==> src/rtl/gpu_types.sv <==
// Shared GPU warp-control types. wctl_req_t bundles the per-warp control fields.
// NW_BITS (the warp-id width) may be overridden from the command line.
`ifndef NW_BITS
`define NW_BITS 4
`endif

package gpu_types;

    localparam int NW_BITS     = `NW_BITS;
    localparam int NUM_THREADS = 4;
    localparam int NUM_WARPS   = 1 << NW_BITS;

    typedef struct packed {
        logic                   valid;
        logic [NUM_THREADS-1:0] tmask;
    } gpu_tmc_t;

    typedef struct packed {
        logic                   valid;
        logic [NUM_THREADS-1:0] wmask;
        logic [31:0]            pc;
    } gpu_wspawn_t;

    typedef struct packed {
        logic               valid;
        logic [NW_BITS-1:0] id;
        logic [NW_BITS-1:0] size_m1;
    } gpu_barrier_t;

    typedef struct packed {
        logic                   valid;
        logic                   diverged;
        logic [NUM_THREADS-1:0] then_tmask;
        logic [NUM_THREADS-1:0] else_tmask;
        logic [31:0]            pc;
    } gpu_split_t;

    typedef struct packed {
        logic [NW_BITS-1:0] wid;
        gpu_tmc_t           tmc;
        gpu_wspawn_t        wspawn;
        gpu_barrier_t       barrier;
        gpu_split_t         split;
    } wctl_req_t;

endpackage

==> src/rtl/warp_ctl_arbiter_queue.sv <==
// wctl_queue: single-channel FIFO of warp-control bundles with async reset.
// Push is ignored when full and pop when empty; storage is not reset, only count/pointers.
module wctl_queue
    import gpu_types::*;
#(
    parameter int DEPTH = 2
) (
    input  logic      clk,
    input  logic      reset,
    input  logic      push,
    input  logic      pop,
    input  wctl_req_t din,
    output wctl_req_t dout,
    output logic      empty,
    output logic      full
);

    localparam int AW = (DEPTH > 1) ? $clog2(DEPTH) : 1;

    wctl_req_t      mem [DEPTH];
    logic [AW-1:0]  rd_ptr;
    logic [AW-1:0]  wr_ptr;
    logic [AW:0]    count;
    logic           do_push;
    logic           do_pop;

    assign empty   = (count == '0);
    assign full    = (count == (AW+1)'(DEPTH));
    assign do_push = push && !full;
    assign do_pop  = pop && !empty;
    assign dout    = mem[rd_ptr];

    always_ff @(posedge clk or posedge reset) begin
        if (reset) begin
            rd_ptr <= '0;
            wr_ptr <= '0;
            count  <= '0;
        end else begin
            if (do_push) wr_ptr <= wr_ptr + 1'b1;
            if (do_pop)  rd_ptr <= rd_ptr + 1'b1;
            case ({do_push, do_pop})
                2'b10:   count <= count + 1'b1;
                2'b01:   count <= count - 1'b1;
                default: count <= count;
            endcase
        end
    end

    always_ff @(posedge clk) begin
        if (do_push) mem[wr_ptr] <= din;
    end

endmodule

==> src/rtl/warp_ctl_arbiter.sv <==
// Multi-channel warp-control arbiter: per-channel queues, round-robin grant, registered output.
// Optional macro VX_WCTL_PERF_EN adds perf_grants/perf_stalls counters.
module warp_ctl_arbiter
    import gpu_types::*;
#(
    parameter int NUM_REQS    = 4,
    parameter int QUEUE_DEPTH = 2,
    localparam int SRC_W      = (NUM_REQS > 1) ? $clog2(NUM_REQS) : 1
) (
    input  logic                  clk,
    input  logic                  reset,
    input  logic [NUM_REQS-1:0]   req_valid,
    input  wctl_req_t [NUM_REQS-1:0] req_data,
    output logic [NUM_REQS-1:0]   req_ready,
    output logic                  ctl_valid,
    output wctl_req_t             ctl_data,
    output logic [SRC_W-1:0]      ctl_src,
    input  logic                  ctl_ready
`ifdef VX_WCTL_PERF_EN
    ,
    output logic [31:0]           perf_grants,
    output logic [31:0]           perf_stalls
`endif
);

    logic [NUM_REQS-1:0] push;
    logic [NUM_REQS-1:0] pop;
    logic [NUM_REQS-1:0] empty;
    logic [NUM_REQS-1:0] full;
    wctl_req_t           head [NUM_REQS];

    logic [SRC_W-1:0]    rr;
    logic                grant_valid;
    logic [SRC_W-1:0]    grant_idx;
    logic                load;

    // Ready is held low by reset itself so it drops the moment reset asserts.
    assign req_ready = reset ? '0 : ~full;
    assign push      = req_valid & req_ready;

    for (genvar i = 0; i < NUM_REQS; i++) begin : g_q
        wctl_queue #(
            .DEPTH (QUEUE_DEPTH)
        ) u_q (
            .clk   (clk),
            .reset (reset),
            .push  (push[i]),
            .pop   (pop[i]),
            .din   (req_data[i]),
            .dout  (head[i]),
            .empty (empty[i]),
            .full  (full[i])
        );
    end

    always_comb begin
        int unsigned idx;
        grant_valid = 1'b0;
        grant_idx   = '0;
        idx         = 0;
        for (int unsigned k = 0; k < NUM_REQS; k++) begin
            idx = int'(rr) + k;
            if (idx >= NUM_REQS) idx = idx - NUM_REQS;
            if (!grant_valid && !empty[idx]) begin
                grant_valid = 1'b1;
                grant_idx   = SRC_W'(idx);
            end
        end
    end

    assign load = (!ctl_valid || ctl_ready) && grant_valid;

    always_comb begin
        pop = '0;
        for (int unsigned i = 0; i < NUM_REQS; i++) begin
            pop[i] = load && (grant_idx == SRC_W'(i));
        end
    end

    always_ff @(posedge clk or posedge reset) begin
        if (reset) begin
            rr <= '0;
        end else if (load) begin
            rr <= (grant_idx == SRC_W'(NUM_REQS - 1)) ? '0 : grant_idx + 1'b1;
        end
    end

    always_ff @(posedge clk or posedge reset) begin
        if (reset) begin
            ctl_valid <= 1'b0;
            ctl_data  <= '0;
            ctl_src   <= '0;
        end else if (load) begin
            ctl_valid <= 1'b1;
            ctl_data  <= head[grant_idx];
            ctl_src   <= grant_idx;
        end else if (ctl_ready) begin
            ctl_valid <= 1'b0;
        end
    end

`ifdef VX_WCTL_PERF_EN
    always_ff @(posedge clk or posedge reset) begin
        if (reset) begin
            perf_grants <= '0;
            perf_stalls <= '0;
        end else begin
            if (ctl_valid && ctl_ready)  perf_grants <= perf_grants + 32'd1;
            if (ctl_valid && !ctl_ready) perf_stalls <= perf_stalls + 32'd1;
        end
    end
`endif

endmodule

==> config.mk <==
export PLATFORM = sky130hd
export DESIGN_NAME = warp_ctl_arbiter
export DESIGN_NICKNAME = d
export VERILOG_FILES = /design/src/rtl/gpu_types.sv /design/src/rtl/warp_ctl_arbiter_queue.sv /design/src/rtl/warp_ctl_arbiter.sv
export SDC_FILE = /design/constraint.sdc
export NUM_CORES = 1
export LEC_CHECK = 0
export ABC_AREA = 0
export BUFFER_PORTS_ARGS = -buffer_cell sky130_fd_sc_hd__buf_2
export CAP_MARGIN = 0
export CORE_MARGIN = 1
export CORE_UTILIZATION = 50
export CTS_BUF_LIST = sky130_fd_sc_hd__clkbuf_8
export DETAILED_ROUTE_END_ITERATION = 12
export PLACE_DENSITY_LB_ADDON = 0.1
export SYNTH_ARGS = -nofsm -noshare
export SYNTH_HDL_FRONTEND = slang
export SYNTH_HIERARCHICAL = 1
export SYNTH_SLANG_ARGS = --single-unit
==> constraint.sdc <==
create_clock -name clk -period 13.9 [get_ports clk]
set_input_delay 0.695 -clock clk [delete_from_list [all_inputs] [get_ports clk]]
set_output_delay 0.695 -clock clk [all_outputs]
set_load 0.005 [all_outputs]
==> metrics.md <==
| Metric | Value |
|---|---|
| Maximum root-to-sink buffer count | `3` |
| Distinct cell type count of the synthesized netlist | `33` |
| Share of cells above drive strength 1 | `41.9%` |
| Dominant cells by area after synthesis | `edfxtp_1 65%, mux2_2 9.7%, dfrtp_1 8.2%` |
| Area of placed instances | `39000 um2` |
| Number of failing hold endpoints at the final stage | `0` |
| Outcome | `finished clean` |
| Unrepaired setup endpoints after global routing | `no` |
| Number of pins exceeding their max-slew limit in the final report | `0` |
| Final net count | `2939` |
| Transition at the pin with the smallest max-transition slack | `1200 ps` |
| Biggest area consumer among synthesized cells | `edfxtp_1` |
| Flops & latches, synth | `894` |
| Die Span Y | `270 um` |
| Row count | `97` |
| Classification of the worst-slack hold path | `in -> reg` |
| Max Fclk | `240 MHz` |
| Post-route ant nets | `0` |
| Clock sink count | `894` |
| Overall die width | `270 um` |
| Post-synth top flop | `edfxtp_1` |
| TritonCTS clock tree | `done` |
| Wire length of the first global-routing pass | `136000 um` |
| Core footprint | `70500 um2` |
| Number of design-rule violations left by the first detailed-router iteration | `1410` |
| Number of global-route vias before repair | `21.4k` |
| Clock root cell | `clkbuf_8` |
| Register clock-pin slew on the reported worst setup and hold paths | `60 ps` |
| Start point of the worst hold path | `req_data[221]` |
| Placer's final routability congestion estimate | `0.776` |
| Data required time of the critical path | `14450 ps` |
| Number of antenna violations at the first check in global routing | `44` |
| Post-synthesis instance area | `35800 um2` |
| Total number of vias | `20.1k` |
| Sum Neg Setup Slack | `0 ps` |
| Maximum ir drop on the vdd rail | `350 uV` |
| Count of cells along the worst hold path | `1` |
| Endpoints failing setup | `0` |
| Number of enable-type register cells in the synthesized netlist | `776` |
| Post-synth net total | `2388` |
| Total of hold buffers inserted after clock tree synthesis | `1` |
| Fraction of the yosys area taken by sequential cells | `73.3%` |
| Total GRT Usage | `25.6%` |
| Worst Setup Start Kind | `register` |
| Pre-Repair DR Iteration Count | `7` |
| Post-route clock skew | `28.8 ps` |
| Remaining Overflow, GRT | `0` |
| Period minus WS final | `4170 ps` |
| Category of the worst setup path capture point | `register` |
| Worst relative slew slack | `20.2%` |
| Maximum number of pins on one net before global-route repair | `162` |
| Syn Area/Cell | `18.0 um2` |
| Post-Route WL | `93200 um` |
| Post-layout instance area | `41900 um2` |
| Number of maximum-capacitance violations | `0` |
| Share of the synthesized area in the top cell type | `65.0%` |
| Leakage power summed over all cells | `15.5 nW` |
| Post-CTS setup repair buffer count | `0` |
| YS warnings | `6` |
| Category of the most critical setup path | `reg -> reg` |
| Initial core utilization | `50.8%` |
| TritonCTS buffer count | `147` |
| Worst skew pair latency | `770 ps` |
| Top-Level Pins | `499` |
| CTS H-tree depth | `4` |
| Number of instances resized during post-cts repair | `0` |
| Async set-reset flop share out of synthesis | `13.2%` |
| Pwr Density | `210 nW/um2` |
| Worst hold endpoint | `g_q[2].u_q/mem[1][27]$_DFFE_PP_` |
| Signal arrival time at the worst endpoint | `4720 ps` |
| Crit Reg-Reg Startpoint | `g_q[1].u_q/count[0]$_DFFE_PP0P_` |
| Post-synthesis instance total | `1988` |
| Number of cells traversed by the worst register-to-register path | `7` |
| Wirelength per Cell | `25.8 um` |
| Ratio of routed vias to standard cells | `5.55` |
| Die ar. | `72700 um2` |
| Destination of the worst register-to-register timing path | `ctl_data[77]$_DFFE_PP0P_` |
| FF-to-FF setup slack | `9730 ps` |
| Area grow syn2layout | `16.9%` |
| Fin crit share | `30.0%` |
| Estimated wirelength of the detail-placed design | `57000 um` |
| DRC errors left | `0` |
| Number of buffers added on ports | `498` |
| Worst Path Max Fanout | `65` |
==> critical path: stages (launching register included) <==
cell	delay, ps
dfrtp_1	410
nor2_1	140
nand4_1	200
and2_4	540
buf_4	800
and2_4	620
buf_4	890
a211oi_1	210
==> report_power, final <==
part | switching, mW | internal (mW)
sequential | 0.364 | 3.45
clock | 1.02 | 1.13
combinational | 1.57 | 1.25
total | 2.96 | 5.83
==> cell families after synthesis <==
logic type,synth area share (%)
AO/OA/AOI/OAI,4.58
AND/OR/NAND/NOR,3.53
flip-flops,73.3
adder cells (fa/ha/maj),0.175
multiplexers,15.7
buffers and inverters,2.19
XOR/XNOR,0.489
==> state kept, by name, indices dropped and copies added, names as in the netlist <==
name and cells:
g_q.u_q/mem 776, ctl_data 97, g_q.u_q/count 8, g_q.u_q/rd_ptr 4, g_q.u_q/wr_ptr 4, ctl_src 2, rr 2, ctl_valid 1
==> placed cells by master (no fill, tap or decap), drive strengths merged <==
master       count
a211o            1
a211oi          97
a21oi            1
a221oi          97
and2           104
and3             6
buf            520
bufinv           2
clkbuf         166
clkinv          29
clkinvlp         3
dfrtp          118
diode           20
dlygate4sd3      1
edfxtp         776
ha               5
inv             78
mux2           388
mux2i           97
nand2           10
nand2b           6
nand3            1
nand4            1
nor2           116
nor2b            6
nor3             1
nor3b            1
o21a             1
o21ai            4
o221ai           1
o22ai            1
xnor2           12
xor2             8
==> cell type report <==
| class | count | area, um2 |
|---|---|---|
| Multi-Input combinational cell | 965 | 8870 |
| Inverter | 10 | 40.0 |
| Tap cell | 940 | 1180 |
| Sequential cell | 894 | 26300 |
| Clock buffer | 166 | 2280 |
| Antenna cell | 20 | 50.0 |
| Fill cell | 5500 | 28600 |
| Clock inverter | 102 | 497 |
| Timing Repair Buffer | 521 | 2680 |
==> synthesized netlist by cell type (7+ instances only) <==
| master | instances |
|---|---|
| clkbuf_1 | 47 |
| mux2_2 | 308 |
| edfxtp_1 | 776 |
| buf_2 | 42 |
| buf_6 | 19 |
| inv_1 | 10 |
| a221oi_1 | 97 |
| buf_8 | 7 |
| xnor2_1 | 12 |
| nand2_1 | 10 |
| and2_1 | 104 |
| dfrtp_1 | 118 |
| mux2i_1 | 97 |
| nor2_1 | 116 |
| a211oi_1 | 97 |
| xor2_1 | 8 |
| mux2_4 | 80 |
==> routing by layer <==
layer	up-vias	track usage [%]	share of wire, %	routed length [um]
met5	-	0	0.31	293
met4	44	10.4	2.8	2650
met3	195	7.26	7.5	7030
met2	684	42.7	50	46900
met1	10246	31.4	39	36400
li1	8927	-	-	-
==> how the worst max path moves through the flow <==
stage               depth (start not counted)  slack (ps)                             from                              end
global route                               11        9430  g_q[0].u_q/count[0]$_DFFE_PP0P_  g_q[1].u_q/count[1]$_DFFE_PP0P_
finish                                      7        9730  g_q[1].u_q/count[0]$_DFFE_PP0P_         ctl_data[77]$_DFFE_PP0P_
CTS                                        11        9700  g_q[0].u_q/count[0]$_DFFE_PP0P_  g_q[1].u_q/count[1]$_DFFE_PP0P_
global placement                            7        9570                        ctl_ready         ctl_data[71]$_DFFE_PP0P_
floorplan                                   4        8220                            reset   g_q[0].u_q/mem[0][0]$_DFFE_PP_
detailed placement                          7        9480                        ctl_ready         ctl_data[70]$_DFFE_PP0P_
==> metrics by stage <==
stage / setup WS, ps / utilization (%) / hold slack, ps / std cells / total power [mW]
floorplan: 8220 / - / 460 / 1988 / 5.83
global placement: 9570 / 55.4 / 483 / 3329 / 6.65
detailed placement: 9480 / 55.4 / 495 / 3329 / 6.71
CTS: 9700 / 59.3 / 23.1 / 3598 / 8.88
global route: 9430 / 59.4 / 59.2 / 3610 / 9.20
finish: 9730 / 59.4 / 111 / 3618 / 8.78
(Power assumes the default switching activity.)
